File: src/rtl/wb_arbiter_pkg.sv
// Shared types and constants for the execute-to-scoreboard writeback arbiter.
// Slot and port records mirror the scoreboard fwd.wb[] element layout.
package wb_arbiter_pkg;

    localparam int SbIdxW = 3;

    localparam int WB_FLU   = 0;
    localparam int WB_MDU   = 1;
    localparam int WB_LOAD  = 2;
    localparam int WB_STORE = 3;

    typedef struct packed {
        logic              full;
        logic [SbIdxW-1:0] idx;
        logic [31:0]       data;
        logic              ex;
    } wb_slot_t;

    typedef struct packed {
        logic              valid;
        logic [SbIdxW-1:0] idx;
        logic [31:0]       data;
        logic              ex;
    } wb_port_t;

endpackage

File: src/rtl/wb_arbiter_multi_grant.sv
// Combinational round-robin picker: grants the first NumWbPorts set bits
// of req scanning upward from ptr with wraparound.
module rr_multi_grant #(
    parameter int NumReq     = 4,
    parameter int NumWbPorts = 2,
    localparam int PtrW      = $clog2(NumReq),
    localparam int PortW     = (NumWbPorts > 1) ? $clog2(NumWbPorts) : 1
) (
    input  logic [NumReq-1:0]                    req,
    input  logic [PtrW-1:0]                      ptr,
    output logic [NumReq-1:0]                    grant,
    output logic [NumWbPorts-1:0]                port_valid,
    output logic [NumWbPorts-1:0][PtrW-1:0]      port_src,
    output logic [PtrW-1:0]                      next_ptr
);

    always_comb begin
        int               cnt;
        int               pos;
        logic [PtrW-1:0]  p;
        grant      = '0;
        port_valid = '0;
        port_src   = '0;
        next_ptr   = ptr;
        cnt        = 0;
        pos        = 0;
        p          = '0;
        for (int i = 0; i < NumReq; i++) begin
            pos = int'(ptr) + i;
            if (pos >= NumReq) pos = pos - NumReq;
            p = PtrW'(pos);
            if (req[p] && cnt < NumWbPorts) begin
                grant[p]                 = 1'b1;
                port_valid[PortW'(cnt)]  = 1'b1;
                port_src[PortW'(cnt)]    = p;
                cnt                      = cnt + 1;
                // pointer moves just past the most recent grant
                next_ptr = (pos == NumReq - 1) ? '0 : PtrW'(pos + 1);
            end
        end
    end

endmodule

File: src/rtl/wb_arbiter.sv
// Writeback arbiter: one holding slot per FU result stream, up to
// NumWbPorts slots drained per cycle in round-robin order.
module wb_arbiter
    import wb_arbiter_pkg::*;
#(
    parameter int NumReq     = 4,
    parameter int NumWbPorts = 2,
    parameter int IdxWidth   = SbIdxW,
    localparam int SrcW      = $clog2(NumReq)
) (
    input  logic                                  clock,
    input  logic                                  reset,
    input  logic                                  flush,
    input  logic [NumReq-1:0]                     req_valid,
    output logic [NumReq-1:0]                     req_ready,
    input  logic [NumReq-1:0][IdxWidth-1:0]       req_idx,
    input  logic [NumReq-1:0][31:0]               req_data,
    input  logic [NumReq-1:0]                     req_ex,
    output logic [NumWbPorts-1:0]                 wb_valid,
    output logic [NumWbPorts-1:0][IdxWidth-1:0]   wb_idx,
    output logic [NumWbPorts-1:0][31:0]           wb_data,
    output logic [NumWbPorts-1:0]                 wb_ex,
    output logic [NumWbPorts-1:0][SrcW-1:0]       wb_src
);

    wb_slot_t                         slot [NumReq];
    logic [SrcW-1:0]                  ptr;
    logic [SrcW-1:0]                  next_ptr;
    logic [NumReq-1:0]                full;
    logic [NumReq-1:0]                grant;
    logic [NumReq-1:0]                accept;
    logic [NumWbPorts-1:0]            port_valid;
    logic [NumWbPorts-1:0][SrcW-1:0]  port_src;

    always_comb begin
        full = '0;
        for (int r = 0; r < NumReq; r++) full[r] = slot[r].full;
    end

    // grant never looks at req_valid, so ready has no path from valid
    assign req_ready = ~full | grant;
    assign accept    = req_valid & req_ready;

    rr_multi_grant #(
        .NumReq     (NumReq),
        .NumWbPorts (NumWbPorts)
    ) u_pick (
        .req        (full),
        .ptr        (ptr),
        .grant      (grant),
        .port_valid (port_valid),
        .port_src   (port_src),
        .next_ptr   (next_ptr)
    );

    always_comb begin
        wb_valid = '0;
        wb_idx   = '0;
        wb_data  = '0;
        wb_ex    = '0;
        wb_src   = '0;
        for (int k = 0; k < NumWbPorts; k++) begin
            if (port_valid[k]) begin
                wb_valid[k] = 1'b1;
                wb_idx[k]   = slot[port_src[k]].idx;
                wb_data[k]  = slot[port_src[k]].data;
                wb_ex[k]    = slot[port_src[k]].ex;
                wb_src[k]   = port_src[k];
            end
        end
    end

    always_ff @(posedge clock) begin
        if (reset || flush) begin
            for (int r = 0; r < NumReq; r++) slot[r] <= '0;
            ptr <= '0;
        end else begin
            for (int r = 0; r < NumReq; r++) begin
                if (accept[r]) begin
                    slot[r].full <= 1'b1;
                    slot[r].idx  <= req_idx[r];
                    slot[r].data <= req_data[r];
                    slot[r].ex   <= req_ex[r];
                end else if (grant[r]) begin
                    slot[r].full <= 1'b0;
                end
            end
            ptr <= next_ptr;
        end
    end

endmodule

File: config.mk
export PLATFORM = sky130hd
export DESIGN_NAME = wb_arbiter
export DESIGN_NICKNAME = d
export VERILOG_FILES = /design/src/rtl/wb_arbiter_pkg.sv /design/src/rtl/wb_arbiter_multi_grant.sv /design/src/rtl/wb_arbiter.sv
export SDC_FILE = /design/constraint.sdc
export NUM_CORES = 1
export LEC_CHECK = 0
export ABC_AREA = 1
export CELL_PAD_IN_SITES_DETAIL_PLACEMENT = 0
export CELL_PAD_IN_SITES_GLOBAL_PLACEMENT = 1
export CORE_ASPECT_RATIO = 2
export CORE_MARGIN = 1
export CORE_UTILIZATION = 51
export DETAILED_ROUTE_END_ITERATION = 7
export DONT_BUFFER_PORTS = 1
export PLACE_DENSITY_LB_ADDON = 0.15
export SLEW_MARGIN = 20
export SYNTH_ARGS = -nofsm -noshare
export SYNTH_HDL_FRONTEND = slang
export SYNTH_SLANG_ARGS = --single-unit
File: constraint.sdc
create_clock -name clock -period 7.35 [get_ports clock]
set_input_delay 1.47 -clock clock [delete_from_list [all_inputs] [get_ports clock]]
set_output_delay 1.47 -clock clock [all_outputs]
set_load 0.05 [all_outputs]
Word level (Yosys, flattened, before mapping)
Memory sizes are Yosys's and may differ from the RTL's.
Index checks and enable logic that the tools add are counted.
- add/subtract/negate cells: 13
- $lt $le $gt $ge: 21
- eq/ne operators: 4
- mux-type cells: 118
- bitwise operators: 29
- reduce and logical (&&, ||, !) cells: 12
- operators by type and width (cell ; count):
    32-bit two-way mux ; 12
    32-bit by 3-bit equality test with 1-bit output, second input constant ; 4
    32-bit by 4-bit >= comparator with 1-bit output, second input constant ; 3
    32-bit by 4-bit subtractor with 32-bit output, second input constant ; 3
    32-bit by 3-bit less-than comparator with 1-bit output, second input constant ; 2
    1-bit two-way mux ; 59
    2-bit two-way mux ; 17
    32-bit by 2-bit adder with 32-bit output, second input constant ; 1
    4-bit two-way mux ; 7
    1-bit bitwise OR ; 20
    3-bit two-way mux ; 6
    4-bit bitwise OR ; 4
    4-bit bitwise mux ; 3
    2-bit by 3-bit less-than comparator with 1-bit output, second input constant ; 4
    1-bit logical AND ; 10
    1-bit by 3-bit less-than comparator with 1-bit output, second input constant ; 3
    2-bit adder, second input constant ; 4
    1-bit binary-select mux with 2-bit select ; 4
    1-bit demux with 2-bit select ; 4
    2-bit by 1-bit >= comparator with 1-bit output, second input constant ; 4
    2-bit by 2-bit adder with 3-bit output, second input constant ; 2
    2-bit demux with 1-bit select ; 3
    4-bit AND ; 1
    4-bit NOT ; 1
    other kinds (11) ; 16
- flip-flop bits (word level): 2
- memory bits (writable): 148
- input port bits: 151
- output and inout port bits: 82
- memories: 1
- memory list (memory ; words ; width ; read ports ; clocked after Yosys merged registers in ; wr ports ; line ; RTL):
    slot ; 4 ; 37 ; 6 ; 0 ; 4 ; wb_arbiter.sv:26 ; wb_slot_t slot [NumReq];

Longest topological paths before layout
- depth in word-level cells: 21
- gate-level depth with buffers: 22
- gate-level depth less buffers: 20

By module
From an unflattened synthesis, not the netlist that was laid out.
- cells, all modules: 1328
- area total of the unflattened synthesis: 9641.7 µm²
- modules (own cells, without submodules) (module ; instances ; cells an instance ; area an instance (µm²) ; seq. area each (µm²)):
    wb_arbiter ; 1 ; 1197 ; 8888.5 ; 4484.3
    rr_multi_grant ; 1 ; 131 ; 753.2 ; 0.0

Worst setup path before layout
OpenSTA, ideal clock, no wires.
- path type: reg-to-output
- start point: reg ptr[0]
- end point: out wb_data[10] in the netlist's numbering
- arrival: 3976 ps
- data required time: 5880 ps
- path slack: 1904 ps
- cell stages (with the launch flop): 20
- path buffers: 3
- cells stage by stage: dfxtp_1 -> inv_2 -> ha_1 -> buf_2 -> inv_1 -> nand3_1 -> nand2_1 -> inv_1 -> ha_1 -> inv_1 -> nand3_4 -> nand2_2 -> nand2_2 -> nor2_8 -> nand3_4 -> nand2_1 -> inv_1 -> buf_2 -> buf_1 -> a21oi_1
- RTL lines (what ; line ; RTL):
    start, declared ; wb_arbiter.sv:27 ; logic [SrcW-1:0] ptr;
    start signal, assigned ; wb_arbiter.sv:88 ; ptr <= next_ptr;
    end, declared ; wb_arbiter.sv:21 ; output logic [NumWbPorts-1:0][31:0] wb_data,

==> metrics.txt <==
status=finished clean; Placer Congestion=0.826; reg2reg path depth=21; DRC=0; Final setup viols=0; I/O pin count=about 230; nature of the critical path endpoint=output port; fmax=approximately 160 MHz; Post-Synth Simple-Gate Area=between 20% and 30%; ranking of synthesized cells by area=edfxtp_1 (49%), inv_1 (13%), nand3_1 (11%), nor2_1 (4.8%), nand2_1 (3.9%); Post-Synth XOR/XNOR Area=0%; synth unique cells=29; Hold Path End=ptr[1]$_SDFFE_PP0P_; CTS buffer count=17; Cells on Worst Hold Path=3; largest family of logic cells by synthesized area=simple AND/OR/NAND/NOR gates; Die Wd=roughly 96 microns; most frequent cells after synthesis=inv_1 (309), nand3_1 (192), edfxtp_1 (148), nor2_1 (114), nand2_1 (94); Clock Latency Late Sink=around 0.42 ns; Max Cap Violations=0; Worst Hold Margin=a little under 0.8 ns; r2r endpoint=slot[2][18]$_SDFFCE_PN0P_; Pins Over Slew Limit=0; Syn Inst Count=1,089; Critical Path AT=approximately 5 ns; most frequent cell after synthesis=inv_1; largest net degree at the start of global routing=74; relative slew slack=34.8%; initial core utilization=52.1%; Crit Path Class=reg2out; CP max FO=23; Final period util=87.6%; mux cell area share after synthesis=0%; Avg Inst Size Synth=a little over 8 sq um; Yosys warnings=0; setup bufs post-CTS=0; placed cells=around 1,300; Seq/Total Area, Yosys=49.9%; compound-gate portion of the synthesized area=3.34%; IO Port Bufs=0; Die H=about 190 microns; Worst Max-Slew Pin Slew=a little under 1 ns; Routed wire per std cell=18.4 microns; Mapped Area=between 8000 and 9000 sq um; CTS tree=built; n_diodes=0; H-tree levels=4; fin util=between 50% and 60%; Worst-path clk slew=~0.06 ns; nets@finish=approximately 1,300; HP Class=reg2reg; area growth from synthesis to layout=7.72%; Final HPWL DP=~17,000 microns; RSZ-0062 raised after global routing=false; setup TNS=0 ns; Resized Gates After CTS=0; Final Hold Viols=0; hold path start=ptr[1]$_SDFFE_PP0P_; fin crit period=around 6.4 ns; Non-Filler Instances=1,327; Antenna Nets Post-Route=0; first-pass GRT wire length=around 36,000 microns; Seq cells post-synth=150; number of global-route vias before repair=6,610; Startpoint Class=register; clk buf depth=2; area of the die=approximately 18,000 sq um; CTS Sinks=150; DRT Pass-1 Iters=5; CORE AREA=~17,000 sq um; top_reg_cell synth=edfxtp_1; vias per inst=5.07; area leader, netlist=edfxtp_1; global-route usage over all layers=27.7%; Rows=68; clock root buffer=clkbuf_16; routed wire length=approximately 24,000 microns; skew final=a little over 0.008 ns; routed via count=between 6,000 and 7,000; Iter 0 DRT Violations=roughly 300; cts-stage hold buffer count=0; initial antenna violation count=0; Worst EP required=roughly 5.9 ns; post-synthesis adder-cell area fraction=~1.7%; origin of the critical flop-to-flop path=ptr[0]$_SDFFE_PP0P_; Async S/R FF share, synth=0%; top cell type's share of synthesized area=about 50%; Post-synth EDFFs=~150; total congestion overflow=0; r2r setup slk=about 2.5 ns; layout cell share with drive strength beyond 1=a little over an eighth
stage by stage:
| stage | worst slack, ns | cell area [sq um] |
|---|---|---|
| 3_3_place_gp | 1.36 | 9150 |
| 6_report | 0.909 | 9690 |
| 4_1_cts | 0.930 | 9690 |
| 3_5_place_dp | 1.40 | 9150 |
| 5_1_grt | 0.547 | 9690 |
| 2_1_floorplan | 1.90 | 9130 |
layout make-up:
type	count	area, sq um
Clock buffer	18	429
Clock inverter	14	109
Fill cell	1683	7590
Inverter	318	1190
Multi-Input combinational cell	571	2860
Sequential cell	150	4480
Tap cell	210	263
Timing Repair Buffer	46	345
logic make-up after synthesis:
family / Yosys count
adders and majority gates: 12
other: 1
buffers and inverters: 406
AOI/OAI and AO/OA: 56
DFF: 150
and+or+nand+nor: 464
per-layer routing:
layer	share of wire (%)	vias to the layer above	GRT usage (%)
met2	56	232	51.4
met3	4.8	54	4.00
met1	33	3152	26.5
met5	0	-	0
li1	-	3295	-
met4	7.0	0	20.4
worst max-delay path, stage by stage, from the launching register on:
cell     delay [ns]
dfxtp_1        0.53
inv_2          0.19
ha_1           0.46
inv_1          0.15
nand3_1        0.11
nand2_1        0.27
inv_1          0.15
ha_1           0.23
inv_1          0.13
nand3_4        0.16
nor2_1         0.15
inv_2          0.08
nand2_4        0.13
nand2_1        0.58
buf_4          0.45
nand3_1        0.10
nand3_1        0.18
a21oi_1        0.24
buf_4          0.23
state kept, by name, summed over array words and instances (netlist names):
signal and flops:
slot 148, ptr 2
cell usage in the layout, fill, tap and decap left out, types with 2 or more instances in the layout:
cell type,instances
inv_1,308
nand3_1,192
edfxtp_1,148
nor2_1,114
nand2_1,92
buf_4,46
a21oi_1,42
nor2_2,40
conb_1,39
clkbuf_16,17
ha_1,12
nand2_2,10
inv_2,9
nand3_4,6
o21ai_0,6
clkinv_2,5
clkinvlp_4,4
nand3_2,3
nand4_1,3
o21ai_1,3
clkinv_1,3
nor2_8,2
nand2_4,2
o211ai_1,2
inv_6,2
dfxtp_1,2
how the worst max path moves through the flow:
stage | start | endpoint | slack, ns | cells past startpoint
global route | ptr[0]$_SDFFE_PP0P_ | wb_data[15] | 0.55 | 18
detailed placement | ptr[0]$_SDFFE_PP0P_ | wb_data[15] | 1.40 | 19
CTS | ptr[0]$_SDFFE_PP0P_ | wb_data[15] | 0.93 | 19
finish | ptr[0]$_SDFFE_PP0P_ | wb_data[15] | 0.91 | 18
floorplan | ptr[0]$_SDFFE_PP0P_ | wb_data[10] | 1.90 | 19
global placement | ptr[0]$_SDFFE_PP0P_ | wb_data[1] | 1.36 | 17
Power is left out: the tool's default activity adds up to more than one toggle a clock period on the data nets, which glitch-free logic cannot reach.
